File: src/rtl/hazard_stall_ctrl_pkg.sv
// Shared constants for the pipeline hazard/stall sequencer: RV32I opcodes,
// sequencer states and the bundle of pipeline control outputs.
package hazard_stall_ctrl_pkg;

    localparam logic [6:0] OPC_LUI    = 7'b0110111;
    localparam logic [6:0] OPC_AUIPC  = 7'b0010111;
    localparam logic [6:0] OPC_JAL    = 7'b1101111;
    localparam logic [6:0] OPC_OP     = 7'b0110011;
    localparam logic [6:0] OPC_STORE  = 7'b0100011;
    localparam logic [6:0] OPC_BRANCH = 7'b1100011;

    typedef enum logic [1:0] {
        HSC_RUN       = 2'd0,
        HSC_DMEM_WAIT = 2'd1,
        HSC_IMEM_WAIT = 2'd2
    } hsc_state_t;

    typedef struct packed {
        logic pc_write;
        logic if_id_write;
        logic if_flush;
        logic id_ex_bubble;
        logic pipe_hold;
    } pipe_ctrl_t;

    localparam pipe_ctrl_t CTRL_DEFAULT   = '{pc_write: 1'b1, if_id_write: 1'b1, if_flush: 1'b0, id_ex_bubble: 1'b0, pipe_hold: 1'b0};
    localparam pipe_ctrl_t CTRL_RESET     = '{pc_write: 1'b0, if_id_write: 1'b0, if_flush: 1'b1, id_ex_bubble: 1'b1, pipe_hold: 1'b0};
    localparam pipe_ctrl_t CTRL_FREEZE    = '{pc_write: 1'b0, if_id_write: 1'b0, if_flush: 1'b0, id_ex_bubble: 1'b0, pipe_hold: 1'b1};
    localparam pipe_ctrl_t CTRL_BRANCH    = '{pc_write: 1'b1, if_id_write: 1'b1, if_flush: 1'b1, id_ex_bubble: 1'b1, pipe_hold: 1'b0};
    localparam pipe_ctrl_t CTRL_LOAD_USE  = '{pc_write: 1'b0, if_id_write: 1'b0, if_flush: 1'b0, id_ex_bubble: 1'b1, pipe_hold: 1'b0};
    localparam pipe_ctrl_t CTRL_IMEM_WAIT = '{pc_write: 1'b0, if_id_write: 1'b1, if_flush: 1'b1, id_ex_bubble: 1'b0, pipe_hold: 1'b0};

    function automatic logic opc_uses_rs1(input logic [6:0] opc);
        return !((opc == OPC_LUI) || (opc == OPC_AUIPC) || (opc == OPC_JAL));
    endfunction

    function automatic logic opc_uses_rs2(input logic [6:0] opc);
        return (opc == OPC_OP) || (opc == OPC_STORE) || (opc == OPC_BRANCH);
    endfunction

endpackage

File: src/rtl/hazard_stall_ctrl_timeout_cnt.sv
// Clear/enable up-counter that saturates at all-ones instead of wrapping,
// with a flag while the count sits on a chosen terminal value.
module stall_timeout_cnt #(
    parameter int              WIDTH    = 8,
    parameter logic [WIDTH-1:0] TERMINAL = '1
) (
    input  logic clk,
    input  logic reset,
    input  logic clr,
    input  logic en,
    output logic tc
);

    logic [WIDTH-1:0] count;

    always_ff @(posedge clk) begin
        if (reset || clr) begin
            count <= '0;
        end else if (en && (count != '1)) begin
            count <= count + WIDTH'(1);
        end
    end

    assign tc = (count == TERMINAL);

endmodule

File: src/rtl/hazard_stall_ctrl.sv
// Pipeline sequencer: same-cycle PC / IF/ID / ID/EX controls from state and
// hazard inputs, plus an instruction-fetch watchdog and a stall-cycle counter.
module hazard_stall_ctrl
    import hazard_stall_ctrl_pkg::*;
#(
    parameter int REG_ADDR_WIDTH = 5,
    parameter int TMO_WIDTH      = 8,
    parameter int IMEM_TIMEOUT   = 200,
    parameter int CNT_WIDTH      = 32
) (
    input  logic                      clk,
    input  logic                      reset,
    input  logic [6:0]                IF_ID_inst_opcode,
    input  logic [REG_ADDR_WIDTH-1:0] IF_ID_rs1,
    input  logic [REG_ADDR_WIDTH-1:0] IF_ID_rs2,
    input  logic                      ID_EX_mem_read,
    input  logic [REG_ADDR_WIDTH-1:0] ID_EX_rd,
    input  logic                      EX_branch_taken,
    input  logic                      dmem_req,
    input  logic                      dmem_ready,
    input  logic                      imem_ready,
    output logic                      pc_write,
    output logic                      IF_ID_write,
    output logic                      IF_flush,
    output logic                      ID_EX_bubble,
    output logic                      pipe_hold,
    output logic                      imem_timeout,
    output logic [CNT_WIDTH-1:0]      stall_count
);

    localparam logic [TMO_WIDTH-1:0] TMO_TERMINAL = TMO_WIDTH'(IMEM_TIMEOUT - 1);

    hsc_state_t state;
    hsc_state_t next_state;
    pipe_ctrl_t ctrl;

    logic dmem_freeze;
    logic load_use_hit;
    logic take_branch;
    logic take_load_use;
    logic take_imem_wait;
    logic tmo_clr;
    logic tmo_tc;

    // The EX stage is frozen during a data-memory stall, so a pending taken
    // branch simply stays on EX_branch_taken until the first unfrozen cycle.
    assign dmem_freeze = dmem_req && !dmem_ready;

    assign load_use_hit = ID_EX_mem_read && (ID_EX_rd != '0) &&
                          (((ID_EX_rd == IF_ID_rs1) && opc_uses_rs1(IF_ID_inst_opcode)) ||
                           ((ID_EX_rd == IF_ID_rs2) && opc_uses_rs2(IF_ID_inst_opcode)));

    assign take_branch    = !dmem_freeze && EX_branch_taken;
    assign take_load_use  = !dmem_freeze && !EX_branch_taken && load_use_hit;
    assign take_imem_wait = !dmem_freeze && !EX_branch_taken && !load_use_hit && !imem_ready;

    always_comb begin
        ctrl       = CTRL_DEFAULT;
        next_state = HSC_RUN;
        if (reset) begin
            ctrl       = CTRL_RESET;
            next_state = HSC_RUN;
        end else if (dmem_freeze) begin
            ctrl       = CTRL_FREEZE;
            next_state = HSC_DMEM_WAIT;
        end else if (take_branch) begin
            ctrl       = CTRL_BRANCH;
            next_state = imem_ready ? HSC_RUN : HSC_IMEM_WAIT;
        end else if (take_load_use) begin
            ctrl       = CTRL_LOAD_USE;
            next_state = HSC_RUN;
        end else if (take_imem_wait) begin
            ctrl       = CTRL_IMEM_WAIT;
            next_state = HSC_IMEM_WAIT;
        end
    end

    always_ff @(posedge clk) begin
        if (reset) begin
            state <= HSC_RUN;
        end else begin
            state <= next_state;
        end
    end

    assign pc_write     = ctrl.pc_write;
    assign IF_ID_write  = ctrl.if_id_write;
    assign IF_flush     = ctrl.if_flush;
    assign ID_EX_bubble = ctrl.id_ex_bubble;
    assign pipe_hold    = ctrl.pipe_hold;

    // The watchdog count is always zero in RUN; it only needs clearing when a
    // wait state is left without a freeze or another fetch-wait cycle.
    assign tmo_clr = take_branch ||
                     (!dmem_freeze && !take_imem_wait && (state != HSC_RUN));

    stall_timeout_cnt #(
        .WIDTH    (TMO_WIDTH),
        .TERMINAL (TMO_TERMINAL)
    ) u_imem_wdog (
        .clk   (clk),
        .reset (reset),
        .clr   (tmo_clr),
        .en    (take_imem_wait),
        .tc    (tmo_tc)
    );

    always_ff @(posedge clk) begin
        if (reset) begin
            imem_timeout <= 1'b0;
        end else if (take_imem_wait && tmo_tc) begin
            imem_timeout <= 1'b1;
        end
    end

    always_ff @(posedge clk) begin
        if (reset) begin
            stall_count <= '0;
        end else if (!pc_write && (stall_count != '1)) begin
            stall_count <= stall_count + CNT_WIDTH'(1);
        end
    end

endmodule
File: config.mk
export PLATFORM = sky130hd
export DESIGN_NAME = hazard_stall_ctrl
export DESIGN_NICKNAME = d
export VERILOG_FILES = /design/src/rtl/hazard_stall_ctrl_pkg.sv /design/src/rtl/hazard_stall_ctrl_timeout_cnt.sv /design/src/rtl/hazard_stall_ctrl.sv
export SDC_FILE = /design/constraint.sdc
export NUM_CORES = 1
export LEC_CHECK = 0
export CAP_MARGIN = 10
export CORE_MARGIN = 10
export CORE_UTILIZATION = 40
export CTS_CLUSTER_SIZE = 20
export DETAILED_ROUTE_END_ITERATION = 10
export GPL_TIMING_DRIVEN = 0
export HOLD_SLACK_MARGIN = 0.02
export PLACE_DENSITY = 0.79
export SLEW_MARGIN = 10
export SYNTH_ARGS = -nofsm -noshare
export SYNTH_HDL_FRONTEND = slang
export SYNTH_SLANG_ARGS = --single-unit
File: constraint.sdc
create_clock -name clk -period 3.8 [get_ports clk]
set_clock_uncertainty 0.1 [all_clocks]
set_input_delay 0.76 -clock clk [delete_from_list [all_inputs] [get_ports clk]]
set_output_delay 0.76 -clock clk [all_outputs]
set_load 0.1 [all_outputs]
Word level (Yosys, flattened, before mapping):

Cells that the tools add are included.

* flip-flop bits (word level): 43
* latch bits: 0
* bits in writable memories: 0
* ROM bits: 0
* memories kept: 0

* add/subtract/negate cells: 2
* multipliers: 0
* div/mod/pow operators: 0
* order comparisons: 0
* equal/unequal tests: 11
* shift operators: 0
* muxes and demuxes: 10
* bitwise operators: 0
* reduce and logical (&&, ||, !) cells: 33

Operators with widths (number)
* 32-bit by 1-bit adder with 32-bit output, second input constant: 1
* 32-bit inequality test, second input constant: 1
* 5-bit two-way mux: 5
* 7-bit by 6-bit equality test with 1-bit output, second input constant: 3
* 1-bit logical AND: 15
* 7-bit equality test, second input constant: 2
* 5-bit equality test: 2
* 8-bit by 1-bit adder with 8-bit output, second input constant: 1
* 8-bit equality test, second input constant: 1
* 1-bit logical NOT: 8
* 2-bit two-way mux: 4
* 8-bit inequality test, second input constant: 1
* 7-bit by 5-bit equality test with 1-bit output, second input constant: 1
* 1-bit logical OR: 7
* 5-bit nonzero test: 1
* 2-bit nonzero test: 1
* 2-bit OR reduction: 1
* 1-bit two-way mux: 1

Depth between registers and ports, before layout:

Gate-level depths: netlist of the first run.

* depth after elaboration: 17
* mapped depth: 9
* mapped depth without buffers: 7

Cells and area by module:

Synthesis of the first run repeated with hierarchy kept, for this count alone.

* cells, all modules: 306
* area, all modules: 2523.7 um2

Modules (own cells, without submodules)
* hazard_stall_ctrl: instances 1, cells an instance 257, area an instance 2083.2 um2, sequential area each 700.7 um2
* stall_timeout_cnt: instances 1, cells an instance 49, area an instance 440.4 um2, sequential area each 160.2 um2

Worst setup path after synthesis of the first run:

Ideal clock, no wire load.

* kind: input -> output
* start point: in IF_ID_inst_opcode[6]
* end point: out ID_EX_bubble
* data arrival time: 3967 ps
* required time: 2940 ps
* setup slack: -1027 ps
* stages on the path: 6
* path buffers: 0
* path through: and3_1 o2111a_1 or4b_1 nand2_1 nor2_1 o21ai_0

* cells in the longest elaborated chain, start to end: 12

Ends and longest elaborated chain
* from (decl): RTL line hazard_stall_ctrl.sv:13 `input logic [6:0] IF_ID_inst_opcode,`
* 7-bit by 6-bit equality test with 1-bit output / 7-bit by 5-bit equality test with 1-bit output (equally long branches): RTL line hazard_stall_ctrl_pkg.sv:34 `return !((opc == OPC_LUI) || (opc == OPC_AUIPC) || (opc == OPC_JAL));`
* 1-bit logical OR (2 in a row): RTL line hazard_stall_ctrl_pkg.sv:34
* 1-bit logical NOT: RTL line hazard_stall_ctrl_pkg.sv:34
* 1-bit logical AND: RTL line hazard_stall_ctrl.sv:50 `(((ID_EX_rd == IF_ID_rs1) && opc_uses_rs1(IF_ID_inst_opcode)) ||`
* 1-bit logical OR *: RTL line hazard_stall_ctrl.sv:50
* 1-bit logical AND *: RTL line hazard_stall_ctrl.sv:49 `assign load_use_hit = ID_EX_mem_read && (ID_EX_rd != '0) &&`
* 1-bit logical AND *: RTL line hazard_stall_ctrl.sv:54 `assign take_load_use = !dmem_freeze && !EX_branch_taken && load_use_hit;`
* 5-bit two-way mux *: RTL line hazard_stall_ctrl.sv:69 `end else if (take_load_use) begin`
* 5-bit two-way mux *: RTL line hazard_stall_ctrl.sv:66 `end else if (take_branch) begin`
* 5-bit two-way mux *: RTL line hazard_stall_ctrl.sv:63 `end else if (dmem_freeze) begin`
* 5-bit two-way mux *: RTL line hazard_stall_ctrl.sv:60 `if (reset) begin`
* to (decl): RTL line hazard_stall_ctrl.sv:25 `output logic ID_EX_bubble,`

Mark *: on every way between the ends. The rest lies on a longest branch, timed or not.

Final worst setup path of the first run:

* start point: in IF_ID_inst_opcode[3]
* end point: out ID_EX_bubble

Same word-level chain as after synthesis.

==> results of run 1 <==
-- stage by stage --
step | setup WS [ns] | setup TNS [ns]
2_1_floorplan | 0.233 | 0
3_3_place_gp | -1.28 | -3.44
3_5_place_dp | -1.35 | -3.56
4_1_cts | 0.0323 | 0
5_1_grt | 0.0226 | 0
6_report | 0.112 | 0
-- Yosys cell counts (2+ instances only) --
cell,count,area (um2)
and4_1,4,35.0
o21a_1,2,15.0
a21oi_1,32,160
ha_1,2,25.0
a31oi_1,3,18.8
xnor2_1,8,70.1
buf_2,3,15.0
nand3_1,16,80.1
or3_1,5,31.3
xor2_1,2,17.5
o221a_2,2,22.5
or4_1,12,90.1
nor4_4,2,42.5
o31ai_1,24,180
and3_1,6,37.5
and2_1,3,18.8
dfxtp_1,43,861
nand4_1,12,75.1
nand2_1,18,67.6
inv_1,10,37.5
or2_2,3,18.8
nor2b_1,5,31.3
nor2_1,17,63.8
clkbuf_1,7,26.3
o22ai_1,2,12.5
buf_6,4,45.0
o21ai_0,8,40.0
nor4_1,5,31.3
nor3_1,7,35.0
o21ai_1,2,10.0
or4_2,12,105
o211ai_1,3,22.5
-- report_power, final --
group	internal (mW)	switching, mW	total, mW
Combinational	0.0747	0.145	0.220
Sequential	0.457	0.00956	0.467
Clock	0.129	0.154	0.283
Total	0.661	0.308	0.970
-- cells by family after synthesis --
family	count (synthesis)	synth area share, %
compound gates	90	23.2
flops	43	32.5
fa+ha+maj	2	0.943
simple gates	138	32.8
buf+inv	28	5.99
mux	3	1.37
xor+xnor	10	3.30
-- layout make-up --
type	instances	area (um2)	area share [%]
multi-input combinational	243	1660	47.2
sequential	43	861	24.5
timing repair buffer	66	658	18.7
buffer	17	118	3.34
tap	77	96.3	2.74
clock buffer	7	76.3	2.17
inverter	11	41.3	1.17
clock inverter	1	5.00	0.142
-- state kept, by name (all words and copies together) (netlist names) --
signal and cells:
imem_timeout 1, u_imem_wdog.count 8, state 2, stall_count 32
-- worst min-delay path, cell delays in order, from the launching register on --
cell,delay [ns]
dfxtp_1,0.35
a31oi_1,0.05
nor2_1,0.07
-- final timing paths --
path | end | slack [ns]
max | ID_EX_bubble | 0.11
min | imem_timeout$_SDFFE_PP0P_ | 0.40
max reg2reg | stall_count[5]$_SDFFE_PP0P_ | 0.89
min reg2reg | imem_timeout$_SDFFE_PP0P_ | 0.40
-- metal layers --
layer	share of wire, %	GRT usage, %	vias up
li1	-	-	1371
met1	44	17.4	1305
met2	46	23.4	102
met3	9.2	5.38	6
met4	1.4	5.57	0
met5	0	0	-
-- timing repair --
item | in CTS | in global routing
setup endpoints to repair | 5 | 3
pin swaps | 1 | 1
gates resized for setup | 27 | 4
setup buffers | 0 | 1
==> metrics.csv, run 1 <==
metric,value,unit
ant_nets,0,
reg2reg_depth,8,
netlist_area,0.00265,mm2
diodes,0,
routed_wl,7800,um
drive_gt1_share,14.2,%
place_congestion,0.815,
postSynthAreaPerCell,8.45,um2
fillers,582,
fmax,271,MHz
tritoncts,done,
cap_viol_max_count,0,
gr-total-overflow,0,
cp.arrival,2.83,ns
end_kind,output port,
status,completed,
fin_util,55.1,%
hold-worst-slack,0.401,ns
vdd_drop_max,0.000164,V
cp_num_buf_inv,2,
relSlewSlack,33.0,%
grt_first_pass_wirelength,12600,um
slew_viol_final,0,
seq_area_frac_synth,32.5,%
insertion_delay,0.29,ns
hold_viol_final,0,
synth-seq-cells,43,
post-route-period-util,97.1,%
start_util,41.5,%
p_leak,1.12,nW
drc,0,
clockRootBuffer,clkbuf_8,
via_per_inst,5.99,
dpl_cell_area,0.00341,mm2
dr.pass1.iters,4,
synth_cell_types,62,
syn2layout_area_growth,32.6,%
placed_cells,456,
start_kind,primary input,
io_pins,67,
r2r-start,stall_count[1]$_SDFFE_PP0P_,
dieArea,0.0103,mm2
fin_cells,465,
synthArstFlopShare,0,%
cp_cell_sequence,clkdlybuf4s50_1 -> and3_1 -> o2111a_1 -> or4b_1 -> nand2_1 -> nor2_1 -> o21ai_2 -> buf_4,
stdcell_area,0.00352,mm2
power_density,276,mW/mm2
nNetsFinal,418,
power,0.970,mW
crit_fanout,3,
critical_path_class,in -> out,
cts_made_buffers,5,
crit_start,IF_ID_inst_opcode[3],
finalSetupViolCount,0,
die_w,101,um
antenna_found_initial,0,
io_buffer_count,65,
synth_cells,314,
fp.dieH,101,um
layout_common_cells,"clkdlybuf4s50_1 (60), dfxtp_1 (43), a21oi_1 (31)",
core,0.00639,mm2
rsz0062_at_grt,no,
wl_per_cell,16.8,um
synth_ff_type,dfxtp_1,
track_usage,14.6,%
cpPeakStageDelay,0.56,ns
required,2.94,ns
synth_nets,345,
synth_edf_count,0,
min_period,3.69,ns
cts_max_level,2,
postCtsHoldBufs,0,
num_rows,29,
critical_path.slowest_cell,or4b_1,
cp.depth,8,
vias,2784,
worstHoldPathType,reg -> reg,
dp_hpwl,5910,um
clock_sinks,43,
final_common_cell,clkdlybuf4s50_1,
worst_pin_slew,1.00,ns
drtIter0Drc,223,
crit_family,simple AND/OR/NAND/NOR gates,
hold_start,imem_timeout$_SDFFE_PP0P_,
worstHoldPathCells,2,
cts_buffer_depth,2,
grt_pass1_vias,2664,
grt_max_degree,13,
clk_pin_slew,0.08,ns
ys_warn_count,0,
Note: power is estimated with default switching activity, not from simulation.
==> run 2, diff against run 1 <==
--- a/config.mk
+++ b/config.mk
@@ -12,7 +12,7 @@
 export DETAILED_ROUTE_END_ITERATION = 10
 export GPL_TIMING_DRIVEN = 0
 export HOLD_SLACK_MARGIN = 0.02
-export PLACE_DENSITY = 0.79
+export PLACE_DENSITY_LB_ADDON = 0.3
 export SLEW_MARGIN = 10
 export SYNTH_ARGS = -nofsm -noshare
 export SYNTH_HDL_FRONTEND = slang
==> metrics.csv, run 2 (synthesis gave the netlist of run 1 again) <==
metric,value,unit,change
drtIter0Drc,186,,-17%
required,2.94,ns,about the same
postCtsHoldBufs,0,,unchanged
hold_start,stall_count[15]$_SDFFE_PP0P_,,
pre_cts_slack,-1.35,ns,-0.00336 ns
fp.dieH,101,um,unchanged
reg2reg_depth,8,,unchanged
fmax,269,MHz,-0.67%
power_frac_clock,29.7,%,+0.5 points
cap_viol_max_count,0,,unchanged
fin_util,55.1,%,unchanged
clockRootBuffer,clkbuf_8,,
p_leak,1.12,nW,+0.20%
rsz0062_at_grt,no,,
clock_sinks,43,,unchanged
setup_ws,0.0869,ns,-0.0249 ns
start_util,41.5,%,unchanged
min_period,3.71,ns,+0.0249 ns
seq_power_share,47.8,%,-0.4 points
io_buffer_count,65,,unchanged
grt_first_pass_wirelength,12700,um,+0.55%
drc,0,,unchanged
ff2ff_setup_slack,0.89,ns,about the same
die_w,101,um,unchanged
diodes,0,,unchanged
relSlewSlack,33.2,%,+0.18 points
syn2layout_area_growth,32.6,%,unchanged
switching_share,32.3,%,+0.54 points
hold_viol_final,0,,unchanged
layout_common_cells,"clkdlybuf4s50_1 (60), dfxtp_1 (43), a21oi_1 (31)",,
track_usage,15.0,%,+0.38 points
use_met3,6.33,%,+0.95 points
top_regs,"stall_count x32, u_imem_wdog.count x8, state x2",,
r2r-start,stall_count[0]$_SDFFE_PP0P_,,
routed_wl,7840,um,+0.59%
num_rows,29,,unchanged
end_kind,output port,,
regMostFlops,stall_count,,
wl_per_cell,16.8,um,+0.37%
ant_nets,0,,unchanged
largest_reg_flops,32,,unchanged
dr.pass1.iters,4,,unchanged
core,0.00639,mm2,unchanged
nNetsFinal,419,,+0.24%
grtUsageMet1,18.9,%,+1.5 points
insertion_delay,0.30,ns,about the same
status,completed,,
fin_cells,466,,+0.22%
final_common_cell,clkdlybuf4s50_1,,
via_per_inst,5.97,,-0.29%
use_met2,21.9,%,-1.5 points
post-route-period-util,97.7,%,+0.66 points
r2r-end,stall_count[5]$_SDFFE_PP0P_,,
internal-power,0.662,mW,+0.11%
worstHoldPathCells,2,,unchanged
fin_tns_setup,0,ns,unchanged
io_pins,67,,unchanged
gr-total-overflow,0,,unchanged
hold_path_end,stall_count[15]$_SDFFE_PP0P_,,
worstHoldPathType,reg -> reg,,
grt_pass1_vias,2520,,-5.4%
hold-worst-slack,0.394,ns,-0.00630 ns
drive_gt1_share,14.1,%,-0.036 points
tritoncts,done,,
combPwrFrac,22.6,%,about the same
dp_hpwl,5940,um,+0.60%
power_density,278,mW/mm2,+0.90%
cts_made_buffers,5,,unchanged
grt_max_degree,13,,unchanged
clk_pin_slew,0.08,ns,about the same
worst_pin_slew,0.998,ns,-0.00267 ns
antenna_found_initial,0,,unchanged
finalSetupViolCount,0,,unchanged
dieArea,0.0103,mm2,unchanged
grt_most_used_layer,met2,,
power_switching,0.316,mW,+2.6%
start_kind,primary input,,
fillers,602,,+3.4%
cts_max_level,2,,unchanged
vias,2782,,-0.072%
placed_cells,456,,unchanged
critical_path_class,in -> out,,
cts_buffer_depth,2,,unchanged
vdd_drop_max,0.000209,V,+28%
cp.arrival,2.85,ns,+0.02 ns
place_congestion,0.860,,+5.5%
slew_viol_final,0,,unchanged
crit_fanout,3,,unchanged
run 2: worst max-delay path by stage:
stage | from | endpoint | slack, ns | cells after the start
finish | IF_ID_inst_opcode[3] | ID_EX_bubble | 0.09 | 8
global route | IF_ID_inst_opcode[3] | ID_EX_bubble | 0.009 | 8
CTS | ID_EX_rd[1] | pc_write | 0.02 | 7
detailed placement | ID_EX_rd[1] | pc_write | -1.35 | 7
global placement | ID_EX_rd[1] | pc_write | -1.26 | 7
floorplan | IF_ID_inst_opcode[6] | ID_EX_bubble | 0.23 | 6
run 2: routing by layer:
metal / vias up / part of all wire [%]
li1: 1373 / -
met1: 1290 / 44
met2: 113 / 44
met3: 6 / 11
met4: 0 / 1.4
met5: - / 0
run 2: area by class of cell:
class,instances,area (um2),share of cell area [%]
buffer,17,118,3.34
clock buffer,7,76.3,2.17
clock inverter,1,5.00,0.142
inverter,11,41.3,1.17
multi-input combinational,243,1660,47.1
sequential,43,861,24.5
tap,77,96.3,2.74
timing repair buffer,67,662,18.8
run 2: timing repair:
action                     CTS  global route
setup buffers                0             2
cloned                       0             0
pin swaps                    1             1
gates resized for setup     27             2
setup endpoints to repair    5             3
run 2: worst max-delay path, cell delays in order:
cell             delay, ns
clkdlybuf4s50_1       0.44
and3_1                0.16
o2111a_1              0.28
or4b_1                0.56
nand2_1               0.15
nor2_1                0.06
o21ai_2               0.13
buf_4                 0.31
run 2: power groups by stage:
stage / clock, mW / combinational (mW) / sequential [mW]
after floorplan: 0 / 0.100 / 0.516
after global placement: 0 / 0.213 / 0.477
after detailed placement: 0 / 0.216 / 0.478
after CTS: 0.294 / 0.218 / 0.467
after global routing: 0.317 / 0.235 / 0.469
final: 0.290 / 0.221 / 0.467
run 2: per-stage QoR:
stage | cell area (um2) | total power, mW
finish | 3520 | 0.979
global placement | 3410 | 0.690
floorplan | 2660 | 0.616
global route | 3520 | 1.02
detailed placement | 3410 | 0.694
CTS | 3500 | 0.979
==> run 3, diff against run 2 <==
--- a/config.mk
+++ b/config.mk
@@ -12,7 +12,7 @@
 export DETAILED_ROUTE_END_ITERATION = 10
 export GPL_TIMING_DRIVEN = 0
 export HOLD_SLACK_MARGIN = 0.02
-export PLACE_DENSITY_LB_ADDON = 0.3
+export PLACE_DENSITY = 0.69
 export SLEW_MARGIN = 10
 export SYNTH_ARGS = -nofsm -noshare
 export SYNTH_HDL_FRONTEND = slang
==> metrics.csv, run 3 (synthesis gave the netlist of run 1 again) <==
metric,value,unit,change
place_congestion,0.796,,-7.4%
io_pins,67,,unchanged
fp.dieH,101,um,unchanged
insertion_delay,0.30,ns,about the same
cts_max_level,2,,unchanged
cp.arrival,2.80,ns,-0.05 ns
track_usage,15.0,%,+0.028 points
dp_hpwl,5960,um,+0.26%
p_leak,1.12,nW,+0.26%
finalSetupViolCount,0,,unchanged
routed_wl,7850,um,about the same
clockRootBuffer,clkbuf_8,,
worstHoldPathType,reg -> reg,,
die_w,101,um,unchanged
min_period,3.66,ns,-0.0535 ns
crit_top_cell,o21ai_2,,
largest_reg_flops,32,,unchanged
antenna_found_initial,0,,unchanged
core,0.00639,mm2,unchanged
internal-power,0.663,mW,about the same
vias,2773,,-0.32%
crit_family,simple AND/OR/NAND/NOR gates,,
vdd_drop_max,0.000156,V,-25%
dieArea,0.0103,mm2,unchanged
use_met3,5.38,%,-0.95 points
fmax,273,MHz,+1.5%
dr.pass1.iters,4,,unchanged
cp_num_buf_inv,2,,unchanged
power_frac_clock,29.5,%,-0.2 points
hold_viol_final,0,,unchanged
grt_pass1_vias,2706,,+7.4%
rsz0062_at_grt,no,,
required,2.94,ns,about the same
cts_buffer_depth,2,,unchanged
postCtsHoldBufs,0,,unchanged
power_density,278,mW/mm2,-0.16%
post-route-period-util,96.3,%,-1.4 points
layout_common_cells,"clkdlybuf4s50_1 (60), dfxtp_1 (43), a21oi_1 (31)",,
cpPeakStageDelay,0.56,ns,about the same
status,completed,,
seq_power_share,47.6,%,-0.2 points
ant_nets,0,,unchanged
end_kind,output port,,
gr-total-overflow,0,,unchanged
slew_viol_final,0,,unchanged
placed_cells,456,,unchanged
crit_fanout,3,,unchanged
via_per_inst,5.95,,-0.32%
syn2layout_area_growth,33.2,%,
grt_first_pass_wirelength,13000,um,+2.4%
tritoncts,done,,
clk_pin_slew,0.08,ns,about the same
cp_cell_sequence,clkdlybuf4s50_1 -> or4_1 -> o21ai_2 -> or3_1 -> nand2_1 -> o21a_1 -> o21ai_2 -> buf_6,,
critical_path.slowest_cell,or4_1,,
wl_per_cell,16.8,um,about the same
start_util,41.5,%,unchanged
drtIter0Drc,132,,-29%
relSlewSlack,33.5,%,+0.30 points
grtUsageMet1,19.1,%,+0.12 points
nNetsFinal,419,,unchanged
regMostFlops,stall_count,,
clock_sinks,43,,unchanged
cap_viol_max_count,0,,unchanged
final_common_cell,clkdlybuf4s50_1,,
grt_max_degree,14,,+1
use_met2,22.8,%,+0.88 points
setup_ws,0.140,ns,+0.0535 ns
drc,0,,unchanged
grt_most_used_layer,met2,,
num_rows,29,,unchanged
worst_pin_slew,0.994,ns,-0.00444 ns
switching_share,32.5,%,+0.11 points
start_kind,primary input,,
pre_cts_slack,-1.38,ns,-0.0282 ns
critical_path_class,in -> out,,
top_regs,"stall_count x32, u_imem_wdog.count x8, state x2",,
fin_cells,466,,unchanged
diodes,0,,unchanged
cts_made_buffers,5,,unchanged
drive_gt1_share,14.7,%,+0.51 points
power_switching,0.318,mW,+0.62%
io_buffer_count,65,,unchanged
combPwrFrac,22.8,%,+0.2 points
[run 3: power groups by stage]
stage,Combinational [mW],Clock (mW),Sequential (mW)
3_3_place_gp,0.214,0,0.477
6_report,0.224,0.290,0.467
2_1_floorplan,0.100,0,0.516
4_1_cts,0.219,0.297,0.467
5_1_grt,0.238,0.317,0.468
3_5_place_dp,0.216,0,0.478
[run 3: tightest hold or removal path, cell delays in order (launching register included)]
cell     delay (ns)
dfxtp_1        0.34
o31ai_1        0.07
a21oi_1        0.06
[run 3: final cells by class]
class	count	area, um2
sequential	43	861
clock buffer	6	72.6
buffer	17	118
multi-input combinational	243	1660
timing repair buffer	67	669
clock inverter	2	12.5
inverter	11	41.3
fill	625	2850
tap	77	96.3
[run 3: final timing paths]
path	start	to	slack, ns	cells past startpoint
hold reg to reg	stall_count[18]$_SDFFE_PP0P_	stall_count[18]$_SDFFE_PP0P_	0.40	2
hold / removal	stall_count[18]$_SDFFE_PP0P_	stall_count[18]$_SDFFE_PP0P_	0.40	2
setup / recovery	ID_EX_rd[1]	IF_flush	0.14	8
setup reg to reg	stall_count[0]$_SDFFE_PP0P_	stall_count[5]$_SDFFE_PP0P_	0.90	8
[run 3: timing repair]
item	CTS	global route
buffers inserted	0	2
endpoints found under the setup margin	5	4
pin swaps	1	1
hold endpoints to repair	0	0
gates resized for setup	28	4
cloned	0	0
[run 3: routing by layer]
metal / routed length (um) / part of all wire [%]
met2: 3470 / 44
met3: 678 / 8.6
met1: 3580 / 46
met5: 0 / 0
met4: 116 / 1.5
[run 3: metrics by stage]
stage	area [um2]	hold slack [ns]	total power, mW	setup TNS, ns	util (%)
after floorplan	2660	0.365	0.616	0	-
after global placement	3410	0.380	0.692	-3.56	53.4
after detailed placement	3410	0.387	0.694	-3.69	53.4
after CTS	3500	0.399	0.983	0	54.9
after global routing	3530	0.427	1.02	0	55.3
final	3530	0.401	0.981	0	55.3
